## config.mk

```make
export PLATFORM = sky130hd
export DESIGN_NAME = spike_rate_decoder_flat
export DESIGN_NICKNAME = d
export VERILOG_FILES = /design/src/rtl/snn_pkg.sv /design/src/rtl/spike_rate_decoder_if.sv /design/src/rtl/spike_counter_sat.sv /design/src/rtl/spike_rate_decoder.sv /design/src/flat_wrapper.sv
export SDC_FILE = /design/constraint.sdc
export NUM_CORES = 1
export LEC_CHECK = 0
export CORE_MARGIN = 1
export CORE_UTILIZATION = 40
export CTS_CLUSTER_SIZE = 8
export DETAILED_ROUTE_END_ITERATION = 12
export PLACE_DENSITY = 0.7
export RECOVER_POWER = 50
export SLEW_MARGIN = 20
export SYNTH_ARGS = -nofsm -noshare
export SYNTH_HDL_FRONTEND = slang
export SYNTH_SLANG_ARGS = --single-unit
export TNS_END_PERCENT = 1
```

## constraint.sdc

```tcl
create_clock -name clk -period 4.8 [get_ports clk]
set_clock_uncertainty 0.05 [all_clocks]
set_input_delay 1.2 -clock clk [delete_from_list [all_inputs] [get_ports clk]]
set_output_delay 1.2 -clock clk [all_outputs]
set_load 0.005 [all_outputs]
```

## src/rtl/snn_pkg.sv

```systemverilog
// Shared types and helpers for the spiking-pipeline readout blocks.
package snn_pkg;

  typedef enum logic [1:0] {
    IDLE   = 2'd0,
    COUNT  = 2'd1,
    ARGMAX = 2'd2,
    HOLD   = 2'd3
  } state_e;

  localparam int DEF_NUM_CH = 10;
  localparam int DEF_CNT_W  = 8;
  localparam int DEF_WIN_W  = 8;

  // Generic-width saturating increment; callers zero-extend and truncate.
  function automatic logic [31:0] sat_inc(input logic [31:0] val, input logic [31:0] max_val);
    return (val >= max_val) ? max_val : val + 32'd1;
  endfunction

endpackage

```

## src/rtl/spike_rate_decoder_if.sv

```systemverilog
// Host-side bundle of the spike rate decoder: window control, spike inputs and result handshake.
interface spike_rate_decoder_if #(
  parameter int NUM_CH = 10,
  parameter int CNT_W  = 8,
  parameter int WIN_W  = 8
);
  localparam int IDX_W = $clog2(NUM_CH);

  logic                    start;
  logic [WIN_W-1:0]        window_len;
  logic                    step;
  logic [NUM_CH-1:0]       spk_in;
  logic                    busy;
  logic                    out_valid;
  logic                    out_ready;
  logic [NUM_CH*CNT_W-1:0] counts;
  logic [IDX_W-1:0]        winner;
  logic                    no_spike;

  modport master (
    output start, window_len, step, spk_in, out_ready,
    input  busy, out_valid, counts, winner, no_spike
  );

  modport slave (
    input  start, window_len, step, spk_in, out_ready,
    output busy, out_valid, counts, winner, no_spike
  );

endinterface

```

## src/rtl/spike_counter_sat.sv

```systemverilog
// Single per-channel spike counter: synchronous clear, enable-gated saturating increment.
module spike_counter_sat
  import snn_pkg::*;
#(
  parameter int CNT_W = DEF_CNT_W
) (
  input  logic             clk,
  input  logic             rst_n,
  input  logic             clr_i,
  input  logic             en_i,
  output logic [CNT_W-1:0] cnt_o
);

  localparam logic [CNT_W-1:0] CNT_MAX = '1;

  logic [CNT_W-1:0] cnt_q, cnt_d;

  always_comb begin
    cnt_d = cnt_q;
    if (clr_i) begin
      cnt_d = '0;
    end else if (en_i) begin
      cnt_d = CNT_W'(sat_inc(32'(cnt_q), 32'(CNT_MAX)));
    end
  end

  always_ff @(posedge clk or negedge rst_n) begin
    if (!rst_n) begin
      cnt_q <= '0;
    end else begin
      cnt_q <= cnt_d;
    end
  end

  assign cnt_o = cnt_q;

endmodule

```

## src/rtl/spike_rate_decoder.sv

```systemverilog
// Counts spikes per channel over a window of timesteps, then scans for the winning channel
// and offers counts/winner on a valid/ready handshake.
module spike_rate_decoder
  import snn_pkg::*;
#(
  parameter int NUM_CH = DEF_NUM_CH,
  parameter int CNT_W  = DEF_CNT_W,
  parameter int WIN_W  = DEF_WIN_W
) (
  input  logic               clk,
  input  logic               rst_n,
  spike_rate_decoder_if.slave bus
);

  localparam int              IDX_W    = $clog2(NUM_CH);
  localparam logic [IDX_W-1:0] LAST_IDX = IDX_W'(NUM_CH - 1);

  state_e           state_q, state_d;
  logic [WIN_W-1:0] steps_left_q, steps_left_d;
  logic [IDX_W-1:0] idx_q, idx_d;
  logic [IDX_W-1:0] best_idx_q, best_idx_d;
  logic [CNT_W-1:0] best_val_q, best_val_d;
  logic             any_q, any_d;
  logic [IDX_W-1:0] winner_q, winner_d;
  logic             no_spike_q, no_spike_d;

  logic [CNT_W-1:0] cnt [NUM_CH];
  logic [CNT_W-1:0] cur_val;
  logic             start_ok, step_ok, last_step, scan_last, take;

  assign start_ok  = (state_q == IDLE) && bus.start;
  assign step_ok   = (state_q == COUNT) && bus.step;
  assign last_step = step_ok && (steps_left_q == WIN_W'(1));
  assign scan_last = (state_q == ARGMAX) && (idx_q == LAST_IDX);
  assign cur_val   = cnt[idx_q];
  // The first scanned channel always seeds the running best; strict > keeps ties on the lowest index.
  assign take      = (idx_q == '0) || (cur_val > best_val_q);

  for (genvar gi = 0; gi < NUM_CH; gi++) begin : g_ch
    spike_counter_sat #(
      .CNT_W (CNT_W)
    ) u_cnt (
      .clk   (clk),
      .rst_n (rst_n),
      .clr_i (start_ok),
      .en_i  (step_ok & bus.spk_in[gi]),
      .cnt_o (cnt[gi])
    );
    assign bus.counts[gi*CNT_W +: CNT_W] = cnt[gi];
  end

  always_ff @(posedge clk or negedge rst_n) begin
    if (!rst_n) begin
      state_q <= IDLE;
    end else begin
      state_q <= state_d;
    end
  end

  always_comb begin
    state_d = state_q;
    unique case (state_q)
      IDLE:    if (bus.start) state_d = (bus.window_len == '0) ? ARGMAX : COUNT;
      COUNT:   if (last_step) state_d = ARGMAX;
      ARGMAX:  if (idx_q == LAST_IDX) state_d = HOLD;
      HOLD:    if (bus.out_ready) state_d = IDLE;
      default: state_d = IDLE;
    endcase
  end

  always_comb begin
    bus.busy      = (state_q != IDLE);
    bus.out_valid = (state_q == HOLD);
    bus.winner    = winner_q;
    bus.no_spike  = no_spike_q;
  end

  always_comb begin
    steps_left_d = steps_left_q;
    idx_d        = '0;
    best_idx_d   = best_idx_q;
    best_val_d   = best_val_q;
    any_d        = any_q;
    winner_d     = winner_q;
    no_spike_d   = no_spike_q;

    if (start_ok) begin
      steps_left_d = bus.window_len;
    end else if (step_ok) begin
      steps_left_d = steps_left_q - WIN_W'(1);
    end

    if (state_q == ARGMAX) begin
      idx_d = scan_last ? '0 : idx_q + IDX_W'(1);
      if (take) begin
        best_idx_d = idx_q;
        best_val_d = cur_val;
      end
      any_d = ((idx_q == '0) ? 1'b0 : any_q) | (cur_val != '0);
      if (scan_last) begin
        winner_d   = take ? idx_q : best_idx_q;
        no_spike_d = ~(any_q | (cur_val != '0));
      end
    end
  end

  always_ff @(posedge clk or negedge rst_n) begin
    if (!rst_n) begin
      steps_left_q <= '0;
      idx_q        <= '0;
      best_idx_q   <= '0;
      best_val_q   <= '0;
      any_q        <= 1'b0;
      winner_q     <= '0;
      no_spike_q   <= 1'b0;
    end else begin
      steps_left_q <= steps_left_d;
      idx_q        <= idx_d;
      best_idx_q   <= best_idx_d;
      best_val_q   <= best_val_d;
      any_q        <= any_d;
      winner_q     <= winner_d;
      no_spike_q   <= no_spike_d;
    end
  end

endmodule

```

## src/flat_wrapper.sv

```systemverilog
// flat-port wrapper written by rule: the top's interface ports become plain ports
module spike_rate_decoder_flat import snn_pkg::*;
#(
  parameter int NUM_CH = DEF_NUM_CH,
  parameter int CNT_W  = DEF_CNT_W,
  parameter int WIN_W  = DEF_WIN_W
)
  (clk, rst_n, bus_start, bus_window_len, bus_step, bus_spk_in, bus_out_ready, bus_busy, bus_out_valid, bus_counts, bus_winner, bus_no_spike);
  spike_rate_decoder_if #(.NUM_CH(NUM_CH), .CNT_W(CNT_W), .WIN_W(WIN_W)) bus_i ();
  input  logic clk;
  input  logic rst_n;
  input wire logic [$bits(bus_i.start)-1:0] bus_start;
  input wire logic [$bits(bus_i.window_len)-1:0] bus_window_len;
  input wire logic [$bits(bus_i.step)-1:0] bus_step;
  input wire logic [$bits(bus_i.spk_in)-1:0] bus_spk_in;
  input wire logic [$bits(bus_i.out_ready)-1:0] bus_out_ready;
  output wire logic [$bits(bus_i.busy)-1:0] bus_busy;
  output wire logic [$bits(bus_i.out_valid)-1:0] bus_out_valid;
  output wire logic [$bits(bus_i.counts)-1:0] bus_counts;
  output wire logic [$bits(bus_i.winner)-1:0] bus_winner;
  output wire logic [$bits(bus_i.no_spike)-1:0] bus_no_spike;
  assign bus_i.start = bus_start;
  assign bus_i.window_len = bus_window_len;
  assign bus_i.step = bus_step;
  assign bus_i.spk_in = bus_spk_in;
  assign bus_i.out_ready = bus_out_ready;
  assign bus_busy = bus_i.busy;
  assign bus_out_valid = bus_i.out_valid;
  assign bus_counts = bus_i.counts;
  assign bus_winner = bus_i.winner;
  assign bus_no_spike = bus_i.no_spike;
  spike_rate_decoder #(.NUM_CH(NUM_CH), .CNT_W(CNT_W), .WIN_W(WIN_W)) u_core (.clk(clk), .rst_n(rst_n), .bus(bus_i));
endmodule
```

==> reports/qor.csv <==
stage;metric;value;unit
drt;# DRC;0;
worst_setup_path;slowest cell on the critical path;and2_0;
clock_network;Sinks on Clock Net;112;
yosys;total number of yosys warnings;0;
sta;worst-margin pin slew;1.91;ns
drt;DR vias/cell;6.10;
yosys;share of the synthesized area in the top cell type;0.404;
layout;Area Growth Syn to Fin;22.5;%
sta;RSZ-0062 raised after global routing;false;
worst_hold_path;hold depth;1;
sta;# setup viols final;0;
power_and_ir_drop;Max rail drop VDD;0.228;mV
drt;DRT antenna net count;0;
yosys;post-synthesis sequential area ratio;0.404;
drt;Iter 0 DRT Violations;432;
yosys;Synth area leaders;dfrtp_1, a22o_1, ha_1;
clock_network;Reg clk slew, reported paths;0.07;ns
grt;grt total ovfl;0;
floorplan;I/O pins;110;
clock_network;hold buffers post-CTS;0;
worst_setup_path;Max FO, Critical Path;28;
grt;initial antenna violation count;0;
sta;max-slew violation count;188;
worst_setup_path;CP Class;input port to flop;
yosys;EDFF count, synth;0;
grt;first-pass GRT wire length;31800;µm
layout;nets@finish;881;
status;failing checks;max-capacitance violations, max-slew violations;
power_and_ir_drop;pwr/cell area;410;mW/mm²
worst_setup_path;Crit path largest cell delay;1.31;ns
drt;DR vias;6435;
yosys;Syn Nets;800;
layout;share of cells above drive strength 1;0.0515;
grt;vias in the first global route;5973;
drt;TritonRoute pass-1 iters;6;
worst_setup_path;r2r worst-path depth;11;
clock_network;CTS buffer count;9;
sta;Final min period;3.93;ns
worst_hold_path;HP Class;flop to flop;
clock_network;clock root cell;clkbuf_16;
worst_setup_path;arrival time at the worst endpoint;4.11;ns
placement;post-detailed-placement half-perimeter wirelength;13800;µm
placement;GP Congestion;0.921;
yosys;cell taking the most area after synthesis;dfrtp_1;
worst_setup_path;FF-to-FF End;u_core.best_idx_q[2];
power_and_ir_drop;P_leak;0.00365;µW
placement;dpl ws;1.33;ns
floorplan;initial core utilization;0.414;
worst_setup_path;WP buf/inv;2;
floorplan;full die area;0.0179;mm²
sta;worst relative slew slack;-0.273;
drt;DRT Wirelength;19700;µm
worst_setup_path;r2r setup slk;1.31;ns
floorplan;core area;0.0168;mm²
status;outcome;finished, violations left;
worst_setup_path;CP Capture Type;flop;
yosys;Avg Inst Size Synth;9.27;µm²
drt;per-cell routed wire length;18.6;µm
clock_network;setup bufs post-CTS;0;
grt;largest net degree at the start of global routing;83;
clock_network;CTS tree;yes;
yosys;asr flop ratio synth;1.00;
sta;Tcrit/Tclk final;0.818;
layout;antenna cells;0;
floorplan;Die X;134;µm
worst_setup_path;Worst R2R Start;u_core.idx_q[0];
worst_setup_path;startpoint types;input port;
worst_setup_path;Crit path depth;8;
clock_network;clk buf depth;2;
grt;Tot GR Track Use;0.224;
yosys;Post-Synthesis Cells;749;
yosys;Cell Area, Synth;0.00695;mm²
sta;final worst slack;0.873;ns
sta;fmax;255;MHz
clock_network;H-tree levels;3;
yosys;Synth cell types;55;
worst_hold_path;HP Start;u_core.any_q;
placement;port bufs;109;
yosys;Primary FF master, synth;dfrtp_1;
worst_hold_path;Hold EP;u_core.bus.no_spike;
flow_run;maximum capacitance violations;3;
sta;setup tns final;0;ns
worst_setup_path;Worst Path Required;4.99;ns
clock_network;Gates resized, CTS repair;0;
floorplan;# rows;47;
sta;Fin. Hold Viols;0;
yosys;post-synthesis register bit count;112;
worst_setup_path;cells along the critical path;dlygate4sd3_1 -> and2_0 -> buf_4 -> nand2_1 -> nor4_1 -> a211oi_1 -> a21oi_1 -> o21ai_0;
clock_network;clk_lat worst skew;0.36;ns
worst_setup_path;top cell family by delay on the critical path;simple AND/OR/NAND/NOR gates;
floorplan;die height;134;µm
-- cell type report --
class	count	area, µm²
Timing Repair Buffer	118	1160
Multi-Input combinational cell	550	3790
Inverter	39	146
Tap cell	220	275
Sequential cell	112	2800
Fill cell	1573	8250
Clock inverter	7	110
Clock buffer	9	225
-- report_power, final --
part | switching (µW) | leakage, µW | internal (µW)
logic | 667 | 0.00196 | 604
registers | 242 | 0.00152 | 1110
clock network | 358 | 0.000169 | 507
total | 1270 | 0.00365 | 2230
-- flip-flops by register name, indices dropped and copies added (netlist names) --
signal and cells:
u_core.bus.no_spike 1, u_core.steps_left_q 8, u_core.best_val_q 8, u_core.bus.winner 4
u_core.best_idx_q 4, u_core.idx_q 4, u_core.state_q 2, u_core.g_ch.u_cnt.cnt_o 80
u_core.any_q 1
-- kinds of logic (layout without fill, tap and decap cells) --
family,count (synthesis),count (layout),share of synthesized area
AOI/OAI and AO/OA,243,243,0.240
and+or+nand+nor,235,235,0.173
DFF,112,112,0.404
buffers and inverters,87,173,0.0513
muxes,35,35,0.0697
adders and majority gates,28,28,0.0504
xor gates and xnor gates,9,9,0.0113
-- stage by stage --
step	std cells	instance area, µm²	hold WS (ns)	utilization	power [µW]
2_1_floorplan	749	6950	0.398	-	2170
5_1_grt	1055	8510	0.463	0.508	3740
4_1_cts	1055	8520	0.439	0.509	3520
3_3_place_gp	1039	8190	0.417	0.489	2630
3_5_place_dp	1039	8190	0.422	0.489	2650
6_report	1055	8510	0.433	0.508	3490
-- how the worst max path moves through the flow --
| stage | slack [ns] | start | to |
|---|---|---|---|
| floorplan | 1.49 | u_core.idx_q[1] | u_core.best_val_q[5] |
| global placement | 1.41 | u_core.idx_q[0] | u_core.bus.winner[1] |
| finish | 0.87 | bus_step | u_core.g_ch[7].u_cnt.cnt_o[7] |
| CTS | 1.32 | u_core.idx_q[0] | u_core.best_idx_q[2] |
| detailed placement | 1.33 | u_core.idx_q[0] | u_core.best_idx_q[3] |
| global route | 0.70 | bus_step | u_core.g_ch[7].u_cnt.cnt_o[7] |
-- cells in the final DEF (no fill, tap or decap), types with 4 or more instances in the layout --
cell             count
nand4_1             12
inv_1               39
and4_1               4
nor3_1              16
and2_1              11
a311oi_1            23
dlygate4sd3_1       35
a22o_1              45
a31oi_1             38
mux2i_1             18
o21ai_0             55
a21oi_1             39
nor2_1              34
ha_1                28
a211oi_1             6
xnor2_1              5
nand3_1             24
a41oi_1             11
mux2_2               7
o22ai_1              6
and3_1              33
clkdlybuf4s50_1     73
xor2_1               4
clkinv_2             4
a221o_1              5
dfrtp_1            112
nand2b_1             9
nand2_1             68
clkbuf_16            9
mux4_2               6
buf_4                5
nor4_1               8
-- synthesized netlist by cell type (all sizes together), types with 3 or more instances --
cell type and instances:
dfrtp 112, nand2 68, o21ai 55, a22o 45
a21oi 39, inv 39, a31oi 38, clkbuf 37
nor2 34, and3 33, ha 28, nand3 24
a311oi 23, mux2i 18, nor3 17, and2 13
nand4 12, a41oi 11, buf 11, mux4 9
nand2b 9, mux2 8, nor4 8, a211oi 6
o22ai 6, a221o 5, xnor2 5, and4 4
xor2 4, nand3b 3, nor2b 3
-- metal layers --
metal	up-vias	part of all wire	global-route usage
met5	-	0	0
met4	0	0.016	0.0638
met3	22	0.069	0.0461
met2	231	0.46	0.347
met1	3160	0.45	0.317
li1	3022	-	-
No activity file was read; power rests on OpenSTA's default activity.
